$ cat src/rtl/cfg_chain_loader.sv
// cfg_chain_loader: shifts bitstream words into a serial config chain, or reads it back non-destructively
module cfg_chain_loader #(
    parameter int CHAIN_LEN = 20,
    parameter int WORD_W    = 8,
    parameter int CLK_DIV   = 2
) (
    input  logic              clk,
    input  logic              rst_n,
    input  logic              start,
    input  logic              readback,
    input  logic [WORD_W-1:0] wr_data,
    input  logic              wr_valid,
    output logic              wr_ready,
    output logic [WORD_W-1:0] rd_data,
    output logic              rd_valid,
    input  logic              rd_ready,
    output logic              prog_in,
    output logic              prog_clk,
    output logic              prog_en,
    input  logic              prog_out,
    output logic              busy,
    output logic              done
);
    localparam int BW = $clog2(CHAIN_LEN + 1);
    localparam int WW = WORD_W > 1 ? $clog2(WORD_W) : 1;
    localparam int DW = CLK_DIV > 1 ? $clog2(CLK_DIV) : 1;

    typedef enum logic [2:0] {IDLE, FETCH, LOW, HIGH, FLUSH, DONE} state_t;

    state_t            state, state_n;
    logic              rb;
    logic              smp;
    logic [BW-1:0]     bcnt;
    logic [WW-1:0]     widx;
    logic [DW-1:0]     dcnt;
    logic [WORD_W-1:0] sr;
    logic              phase_end, last_bit, word_end;

    assign phase_end = dcnt == DW'(CLK_DIV - 1);
    assign last_bit  = bcnt == BW'(CHAIN_LEN - 1);
    assign word_end  = widx == WW'(WORD_W - 1);

    // Everything except prog_clk is a plain decode of the state register.
    // prog_in is taken at the tail sample (readback) so the chain recirculates.
    assign wr_ready = state == FETCH;
    assign rd_valid = state == FLUSH;
    assign busy     = state != IDLE && state != DONE;
    assign prog_en  = busy;
    assign done     = state == DONE;
    assign prog_in  = (state == LOW || state == HIGH) && (rb ? smp : sr[0]);

    // Next-state: FLUSH doubles as the readback word-handshake wait
    always_comb begin
        state_n = state;
        case (state)
            IDLE:    state_n = start ? (readback ? LOW : FETCH) : IDLE;
            FETCH:   state_n = wr_valid ? LOW : FETCH;
            LOW:     state_n = phase_end ? HIGH : LOW;
            HIGH:    if (phase_end) state_n = last_bit ? (rb ? FLUSH : DONE) : word_end ? (rb ? FLUSH : FETCH) : LOW;
            FLUSH:   state_n = rd_ready ? (bcnt == BW'(CHAIN_LEN) ? DONE : LOW) : FLUSH;
            default: state_n = IDLE;
        endcase
    end

    // State, registered prog_clk, counters, data shift and readback packing
    always_ff @(posedge clk or negedge rst_n) begin
        if (!rst_n) begin
            state    <= IDLE;
            prog_clk <= 1'b0;
            rb       <= 1'b0;
            smp      <= 1'b0;
            bcnt     <= '0;
            widx     <= '0;
            dcnt     <= '0;
            sr       <= '0;
            rd_data  <= '0;
        end else begin
            state    <= state_n;
            prog_clk <= state_n == HIGH;
            dcnt     <= state_n != state ? '0 : dcnt + DW'(1);
            if (state == IDLE && start) begin
                rb   <= readback;
                bcnt <= '0;
                widx <= '0;
            end
            if (state == FETCH && wr_valid)
                sr <= wr_data;
            if (state_n == LOW && state != LOW)
                smp <= prog_out;
            if (state == HIGH && phase_end) begin
                bcnt <= bcnt + BW'(1);
                widx <= word_end ? '0 : widx + WW'(1);
                sr   <= sr >> 1;
                if (rb)
                    rd_data <= (widx == '0 ? '0 : rd_data) | (WORD_W'(smp) << widx);
            end
        end
    end
endmodule

$ cat config.mk
export PLATFORM = sky130hd
export DESIGN_NAME = cfg_chain_loader
export DESIGN_NICKNAME = d
export VERILOG_FILES = /design/src/rtl/cfg_chain_loader.sv
export SDC_FILE = /design/constraint.sdc
export NUM_CORES = 1
export LEC_CHECK = 0
export BUFFER_PORTS_ARGS = -buffer_cell sky130_fd_sc_hd__buf_2
export CORE_MARGIN = 2
export CORE_UTILIZATION = 30
export DETAILED_ROUTE_END_ITERATION = 8
export PLACE_DENSITY_LB_ADDON = 0.12
export SLEW_MARGIN = 10
export SYNTH_ARGS = -nofsm -noshare
export SYNTH_HDL_FRONTEND = slang
export SYNTH_SLANG_ARGS = --single-unit
$ cat constraint.sdc
create_clock -name clk -period 4.3 [get_ports clk]
set_clock_uncertainty 0.1 [all_clocks]
set_input_delay 0.43 -clock clk [delete_from_list [all_inputs] [get_ports clk]]
set_output_delay 0.43 -clock clk [all_outputs]
set_load 0.005 [all_outputs]
==> impl_metrics.toml <==
[pwr]
powerDensity_mw_per_mm2 = 609.3
pwr-share-seq_pct = 44.7
combPwrFrac_pct = 37.0
ir_drop_mv = 0.2333
intPower_uw = 711.2
power.switching_uw = 452.1
leakage_nw = 0.9022
p_clk_share_pct = 18.3
swShare_pct = 38.86

[placement]
port_buffers = 29
hpwl_microns = 2530
place.gp.congestion = 0.7780
placed_cells = 254

[worst_setup_path]
rr_endpoint = "rd_data[7]"
startpoint_type = "flip-flop"
cp_cell_sequence = "and2b_1 > and3_1 > nand2_2 > nor2_4 > nand2_2 > a32o_1"
r2r_cells = 6
cpMaxStageDelayCell = "dfrtp_1"
crit_family = "simple AND/OR/NAND/NOR gates"
path_class = "flip-flop to flip-flop"
crit_path_max_incr_delay_ns = 0.53
reg2reg_slack_ns = 2.04
critPathBufInv = 0
critPathArrivalTime_ns = 2.32
crit_top_cell = "nand2_2"
regToRegStartpoint = "state[2]"
crit_fanout = 15
end_kind = "flip-flop"
crit_required_ns = 4.36

[timing]
rsz0062_at_grt = "false"
slew_headroom_pct = 53.93
post-route-min-period_ns = 2.259
maxSlewViolCount = 0
worstMarginPinSlew_ns = 0.6910
whs_ns = 0.09843
finalSetupViolations = 0
final.setup.tns_ns = 0
finalCritPeriodShare_pct = 52.53
max_freq_mhz = 442.7
hold_viol = 0

[detailed_routing]
num_vias = 1308
ant_nets = 0
via_per_inst = 4.992
drtPass1Iterations = 4
drt_iter0_markers = 162
drc = 0
wirelength_microns = 3385
routedWlPerCell_microns = 12.92

[die]
start_util_pct = 31.49
coreArea_sq_mm = 0.005172
design.die.area_sq_mm = 0.006036
die_w_microns = 77.69
ioPinCount = 30
die_h_microns = 77.69
rows = 26

[global_routing]
grt_pass1_vias = 1256
antenna_found_initial = 0
grt_pass1_wl_microns = 5968
grt_usage_pct = 12.36
grt_remaining_overflow = 0
grt_start_max_net_pins = 32

[synth]
synth_seq_area_share_pct = 47.62
synth_area_leader_cell = "dfrtp_1"
synth_area_sq_mm = 0.001629
synth_area_leaders = "dfrtp_1 (48%), nand2_1 (6.5%), ha_1 (3.8%)"
synth_edf_count = 0
synth_commonest_cells = "dfrtp_1 (31), nand2_1 (28), nand3_1 (8), nor2_1 (8)"
async_flop_share_pct = 100.0
yosys.cell_types.count = 43
synth_top_area_share_pct = 47.62
syn_inst = 160
synth.net_count = 180
synth_seq_cells = 31
yosysWarnings = 0
syn_area_per_cell_sq_um = 10.18
yosys_most_used_dff = "dfrtp_1"
synth_most_common_cell = "dfrtp_1"

[cts]
cts_tree = "built"
max-clock-path-buffers = 2
cts.sinks = 31
cts_buffers = 5
cts_setup_buffers = 0
post_cts_resize_count = 0
clk_latency_ns = 0.27
root_buffer = "clkbuf_8"
htreeDepth = 2
path_clk_slew_ns = 0.06
ctsHoldBuffers = 0

[layout]
nFillCells = 533
post-route-util_pct = 36.91
drive_gt1_share_pct = 27.60
multi_input_area_sq_um = 800.8
instances_no_fill = 262
diodes = 0
num-nets-final = 211
seqCellArea_sq_um = 775.7
area_growth_pct = 17.20

[run]
drv_cap = 0

[worst_hold_path]
hold_class = "primary input to async pin"

[outcome]
status = "finished clean"
## kinds of logic (layout without fill, tap and decap cells)
group,Yosys count,count (layout),share of synthesized area [%]
DFF,31,31,47.62
muxes,4,4,2.918
and+or+nand+nor,69,69,23.73
buffers and inverters,10,42,3.226
AOI/OAI and AO/OA,38,38,17.05
adders and majority gates,5,5,3.840
xor gates and xnor gates,3,3,1.613
## layer usage
metal | vias to the layer above | GRT usage, % | routed length (microns)
met1 | 633 | 16.54 | 1476
met4 | 0 | 4.464 | 46
met3 | 6 | 3.837 | 235
met2 | 36 | 18.79 | 1626
met5 | - | 0 | 0
li1 | 633 | - | -
## metrics by stage
| step | setup slack, ns | total power [mW] | instance area (sq um) |
|---|---|---|---|
| after floorplan | 2.517 | 0.8412 | 1629 |
| after global placement | 2.095 | 0.9561 | 1828 |
| after detailed placement | 2.025 | 0.9641 | 1828 |
| after CTS | 2.010 | 1.182 | 1909 |
| after global routing | 1.871 | 1.266 | 1909 |
| final | 2.041 | 1.163 | 1909 |
## power groups by stage
stage | combinational [mW] | clock, mW | sequential, mW
2_1_floorplan | 0.364 | 0 | 0.477
3_3_place_gp | 0.434 | 0 | 0.522
3_5_place_dp | 0.438 | 0 | 0.526
4_1_cts | 0.440 | 0.221 | 0.521
5_1_grt | 0.490 | 0.236 | 0.540
6_report | 0.431 | 0.213 | 0.520
## layout make-up
| class | instances | share of cell area [%] |
|---|---|---|
| timing repair buffer | 29 | 7.602 |
| sequential | 31 | 40.63 |
| clock inverter | 1 | 0.2621 |
| tap | 70 | 4.587 |
| inverter | 5 | 0.9830 |
| multi-input combinational | 119 | 41.94 |
| clock buffer | 7 | 3.997 |
## how the worst max path moves through the flow
| stage | from | endpoint | slack (ns) | cells past startpoint |
|---|---|---|---|---|
| floorplan | widx[0] | smp | 2.52 | 7 |
| global placement | state[2] | rd_data[7] | 2.09 | 6 |
| detailed placement | state[2] | rd_data[7] | 2.03 | 6 |
| CTS | state[2] | rd_data[7] | 2.01 | 6 |
| global route | state[2] | rd_data[0] | 1.87 | 6 |
| finish | state[2] | rd_data[7] | 2.04 | 6 |
## worst reg2reg max path, cell delays in order (launching register included)
cell	delay [ns]
dfrtp_1	0.53
and2b_1	0.36
and3_1	0.52
nand2_2	0.16
nor2_4	0.15
nand2_2	0.12
a32o_1	0.21
## layout by cell type (no fill, tap or decap), drive strengths merged, types with 2 or more instances in the layout
cell	count
mux2	3
a21oi	7
a32o	3
buf	29
o21ai	7
a22o	4
nor3	4
clkbuf	7
xor2	2
ha	5
inv	5
nand2	31
nand3	8
o2bb2ai	4
nand2b	3
nor2	12
and3	2
dfrtp	31
a21boi	2
a22oi	7
nand4b	2
## flip-flops by register name (all words and copies together) (netlist names)
register	count
rd_data	8
dcnt	1
smp	1
rb	1
widx	3
sr	8
bcnt	5
state	3
prog_clk	1
Power figures use the tool's default switching activity.
